==> src/rtl/fifo_prog_thresh.sv <==
// fifo_prog_thresh: synchronous FIFO with live programmable almost-full/empty thresholds and sticky error flags.
// Define FIFO_HWM_EN to enable high-water-mark tracking on o_max_count; otherwise it is tied to 0.
module fifo_prog_thresh #(
   parameter int DATA_WIDTH = 16,
   parameter int DEPTH      = 8,
   parameter int ADDR_WIDTH = 3
) (
   input  logic                  i_clk,
   input  logic                  i_reset,
   input  logic                  i_write_en,
   input  logic                  i_read_en,
   input  logic [DATA_WIDTH-1:0] i_data_in,
   input  logic [ADDR_WIDTH:0]   i_af_thresh,
   input  logic [ADDR_WIDTH:0]   i_ae_thresh,
   input  logic                  i_err_clr,
   output logic [DATA_WIDTH-1:0] o_data_out,
   output logic                  o_data_valid,
   output logic [ADDR_WIDTH:0]   o_count,
   output logic                  o_full,
   output logic                  o_empty,
   output logic                  o_almost_full,
   output logic                  o_almost_empty,
   output logic                  o_overflow,
   output logic                  o_underflow,
   output logic                  o_overflow_sticky,
   output logic                  o_underflow_sticky,
   output logic [ADDR_WIDTH:0]   o_max_count
);
   localparam logic [ADDR_WIDTH:0]   DEPTH_C = (ADDR_WIDTH+1)'(DEPTH);
   localparam logic [ADDR_WIDTH-1:0] LAST_C  = ADDR_WIDTH'(DEPTH-1);
   logic [DATA_WIDTH-1:0] r_mem [DEPTH];
   logic [ADDR_WIDTH-1:0] r_wr_ptr, r_rd_ptr;
   logic [ADDR_WIDTH:0]   r_count;
   logic [DATA_WIDTH-1:0] r_data_out;
   logic                  r_data_valid, r_overflow, r_underflow, r_ovf_sticky, r_udf_sticky;
   logic                  w_full, w_empty, w_read_acc, w_write_acc, w_overflow, w_underflow;
   logic [ADDR_WIDTH:0]   w_count_nxt;
   always_comb begin
      w_full      = r_count == DEPTH_C;
      w_empty     = r_count == '0;
      w_read_acc  = i_read_en && !w_empty;
      w_write_acc = i_write_en && (!w_full || i_read_en);
      w_overflow  = i_write_en && !w_write_acc;
      w_underflow = i_read_en && w_empty;
      w_count_nxt = r_count + (ADDR_WIDTH+1)'(w_write_acc) - (ADDR_WIDTH+1)'(w_read_acc);
   end
   always_ff @(posedge i_clk)
      if (!i_reset && w_write_acc) r_mem[r_wr_ptr] <= i_data_in;
   always_ff @(posedge i_clk) begin
      if (i_reset) begin
         r_wr_ptr     <= '0;
         r_rd_ptr     <= '0;
         r_count      <= '0;
         r_data_out   <= '0;
         r_data_valid <= 1'b0;
         r_overflow   <= 1'b0;
         r_underflow  <= 1'b0;
         r_ovf_sticky <= 1'b0;
         r_udf_sticky <= 1'b0;
      end else begin
         if (w_write_acc) r_wr_ptr <= (r_wr_ptr == LAST_C) ? '0 : r_wr_ptr + 1'b1;
         if (w_read_acc) begin
            r_rd_ptr   <= (r_rd_ptr == LAST_C) ? '0 : r_rd_ptr + 1'b1;
            r_data_out <= r_mem[r_rd_ptr];
         end
         r_data_valid <= w_read_acc;
         r_count      <= w_count_nxt;
         r_overflow   <= w_overflow;
         r_underflow  <= w_underflow;
         // a new error in the clearing cycle must stay visible
         r_ovf_sticky <= w_overflow || (r_ovf_sticky && !i_err_clr);
         r_udf_sticky <= w_underflow || (r_udf_sticky && !i_err_clr);
      end
   end
`ifdef FIFO_HWM_EN
   logic [ADDR_WIDTH:0] r_max_count;
   always_ff @(posedge i_clk) begin
      if (i_reset) r_max_count <= '0;
      else if (w_count_nxt > r_max_count) r_max_count <= w_count_nxt;
      else if (i_err_clr) r_max_count <= '0;
   end
   assign o_max_count = r_max_count;
`else
   assign o_max_count = '0;
`endif
   assign o_data_out         = r_data_out;
   assign o_data_valid       = r_data_valid;
   assign o_count            = r_count;
   assign o_full             = w_full;
   assign o_empty            = w_empty;
   assign o_almost_full      = r_count >= i_af_thresh;
   assign o_almost_empty     = r_count <= i_ae_thresh;
   assign o_overflow         = r_overflow;
   assign o_underflow        = r_underflow;
   assign o_overflow_sticky  = r_ovf_sticky;
   assign o_underflow_sticky = r_udf_sticky;
endmodule

==> config.mk <==
export PLATFORM = sky130hd
export DESIGN_NAME = fifo_prog_thresh
export DESIGN_NICKNAME = d
export VERILOG_FILES = /design/src/rtl/fifo_prog_thresh.sv
export SDC_FILE = /design/constraint.sdc
export NUM_CORES = 1
export LEC_CHECK = 0
export ABC_CLOCK_PERIOD_IN_PS = 6700
export BUFFER_PORTS_ARGS = -buffer_cell sky130_fd_sc_hd__clkbuf_2
export CORE_MARGIN = 2
export CORE_UTILIZATION = 55
export DETAILED_ROUTE_END_ITERATION = 6
export GPL_TIMING_DRIVEN = 0
export PLACE_DENSITY = 0.72
export SETUP_SLACK_MARGIN = 0.2
export SYNTH_ARGS = -nofsm -noshare
export SYNTH_HDL_FRONTEND = slang
export SYNTH_SLANG_ARGS = --single-unit
==> constraint.sdc <==
create_clock -name i_clk -period 6.7 [get_ports i_clk]
set_input_delay 0.67 -clock i_clk [delete_from_list [all_inputs] [get_ports i_clk]]
set_output_delay 0.67 -clock i_clk [all_outputs]
set_load 0.01 [all_outputs]
==> metrics.yaml <==
outcome:
  outcome: "finished with violations"
  failed_checks: "DRC"
floorplanning:
  std_cell_rows: 39
  fp.dieW_um: 113
  core_area_um2: 11500
  die-area_um2: 12800
  die_y_um: 113
  start_util_pct: 56.8
  ios: 62
yosys:
  synth_area_per_cell_um2: 15.8
  synth_cell_type_count: 45
  yosysWarnings: 0
  synth.cell_area_um2: 6540
  yosysSeqAreaShare_pct: 68.2
  ys_ff_latch: 159
  synthCells: 414
  async_flop_share_pct: 0
  synth_flop_cell: "edfxtp_1"
  synth_edf_count: 128
clock_network:
  htree_levels: 4
  cts_tree: "built"
  clock-sinks: 159
  cts-root-buf: "clkbuf_16"
  postCtsSetupRepairBufs: 0
  holdBufCountCts: 0
  cts_resized: 0
  clk_latency_ns: 0.42
  numCtsBuffers: 17
  clkSlewWorstSetupHoldPaths_ns: 0.06
  clk_path_buf_depth: 2
hold_path:
  hold_path_depth: 1
  hp-class: "flip-flop to flip-flop"
  min_to: "o_data_out[2]"
  hold_path.startpoint: "o_data_out[2]"
cells_and_area:
  final_cell_mix: "edfxtp_1, clkbuf_2, mux2i_1, dfxtp_1, a21oi_1"
  regArea_um2: 4460
  areaGrowthSynthToFinish_pct: 18.9
  drive_gt1_share_pct: 29.9
  multi_input_area_um2: 1850
  fin_nets: 547
  final_common_cell: "edfxtp_1"
  fill_cells: 800
  antennaDiodeCount: 0
pwr:
  power_density_nw_per_um2: 356
  max-vdd-ir-drop_mv: 0.184
  finalPower_mw: 2.77
  p_leak_nw: 2.86
global_routing:
  antenna_found_initial: 0
  grt_pass1_wl_um: 20300
  gr-total-overflow: 0
  grt_max_degree: 17
  grt_pass1_vias: 3856
  grtUsageTotal_pct: 21.9
timing:
  setup_viol: 0
  fin_tns_setup_ns: 0
  fin_crit_sh_pct: 40.5
  drv_slew: 0
  grt_setup_unrepaired: "no"
  hold_viol: 0
  fin_skew_ns: 0.00697
  max-slew-margin-rel_pct: 36.2
  min_period_ns: 2.71
  worst_pin_slew_ns: 0.957
  fmax_mhz: 369
drt:
  route.detailed.drc: 4
  first_pass_iters: 6
  wire_per_inst_um: 19.7
  drt_wl_total_um: 12900
  viasPerCell: 5.70
  antenna_left: 0
  via_count: 3728
  drt_iter0_drc: 235
setup_path:
  crit_required_ns: 6.03
  crit_chain: "inv_1, ha_1, nand2b_1, a21o_1, a21o_1, a21o_1, clkbuf_2"
  worstSetupPathType: "flip-flop to primary output"
  cp_common_cell: "a21o_1"
  cpPeakStageDelay_ns: 0.45
  worst-r2r-setup-slack_ns: 4.15
  cpMaxStageDelayCell: "dfxtp_1"
  cp_max_fo: 6
  critical_path_buf_inv_count: 2
  end_kind: "primary output"
  worst_r2r_path_depth: 6
  r2r-start: "o_count[2]"
  critPathTopFamily: "compound AO/OA/AOI/OAI gates"
  worstPathArrival_ns: 2.04
  setup.worst_path.start_class: "flip-flop"
  r2r_end: "r_mem[0][7]"
placement:
  io_buffer_count: 56
  globalplace.congestion: 0.743
  hpwl_um: 8400
job:
  drv_cap: 0
-- routing by layer --
| metal | up-vias | share of wire (%) | global-route usage [%] |
|---|---|---|---|
| li1 | 1758 | - | - |
| met1 | 1846 | 43 | 27.8 |
| met2 | 101 | 50 | 36.2 |
| met3 | 23 | 5.4 | 4.82 |
| met4 | 0 | 2.4 | 9.84 |
| met5 | - | 0 | 0 |
-- layout make-up --
type | instances | share of cell area [%]
Timing Repair Buffer | 63 | 4.95
Sequential cell | 159 | 57.4
Clock inverter | 12 | 2.48
Multi-Input combinational cell | 221 | 23.7
Inverter | 13 | 0.659
Tap cell | 143 | 2.30
Clock buffer | 19 | 5.69
Buffer | 24 | 2.80
-- flip-flops by register name, indices dropped and copies added (netlist names) --
name                cells
o_overflow_sticky       1
o_count                 4
r_mem                 128
o_data_out             16
r_rd_ptr                3
o_underflow             1
o_overflow              1
o_data_valid            1
o_underflow_sticky      1
r_wr_ptr                3
-- worst max-delay path by stage --
stage               startpoint            end  slack, ns  depth (start not counted)
detailed placement   i_read_en     o_count[3]       4.07                         10
global route        o_count[0]  o_almost_full       3.85                          7
CTS                 o_count[0]  o_almost_full       3.97                          7
global placement       i_reset    r_mem[0][3]       2.86                          4
floorplan              i_reset    r_mem[0][0]       3.83                          4
finish              o_count[0]  o_almost_full       3.99                          7
-- cell usage after synthesis (10+ instances only) --
library cell,instances,share of area (%)
a211oi_2,10,1.9
a21oi_1,23,1.8
a22oi_1,15,1.7
a32o_2,10,1.7
dfxtp_1,31,9.5
edfxtp_1,128,59
ha_1,18,3.4
inv_1,12,0.69
mux2i_1,48,7.3
nand2_1,11,0.63
nor2_1,13,0.75
nor2b_1,21,2.0
-- per-stage QoR --
step / setup slack (ns) / util [%] / cells / instance area [µm²] / hold slack (ns)
after detailed placement: 4.07 / 62.0 / 623 / 7140 / 0.461
after CTS: 3.97 / 67.5 / 654 / 7780 / 0.462
after global placement: 2.86 / 60.9 / 616 / 7010 / 0.453
after global routing: 3.85 / 67.5 / 654 / 7780 / 0.463
after floorplan: 3.83 / - / 417 / 6550 / 0.477
final: 3.99 / 67.5 / 654 / 7780 / 0.471
-- cells by family after synthesis --
logic type      synth area share (%)
simple gates                    6.29
mux                             7.34
buf+inv                         4.11
flops                           68.2
xor+xnor                       0.268
other cells                   0.0573
fa+ha+maj                       3.75
compound gates                  9.94
-- report_power, final --
| group | internal [mW] | leakage [nW] | switching, mW |
|---|---|---|---|
| clock | 0.665 | 0.306 | 0.360 |
| sequential | 1.13 | 1.41 | 0.0422 |
| combinational | 0.258 | 1.15 | 0.317 |
| total | 2.05 | 2.86 | 0.719 |
No activity file was read; power rests on OpenSTA's default activity.
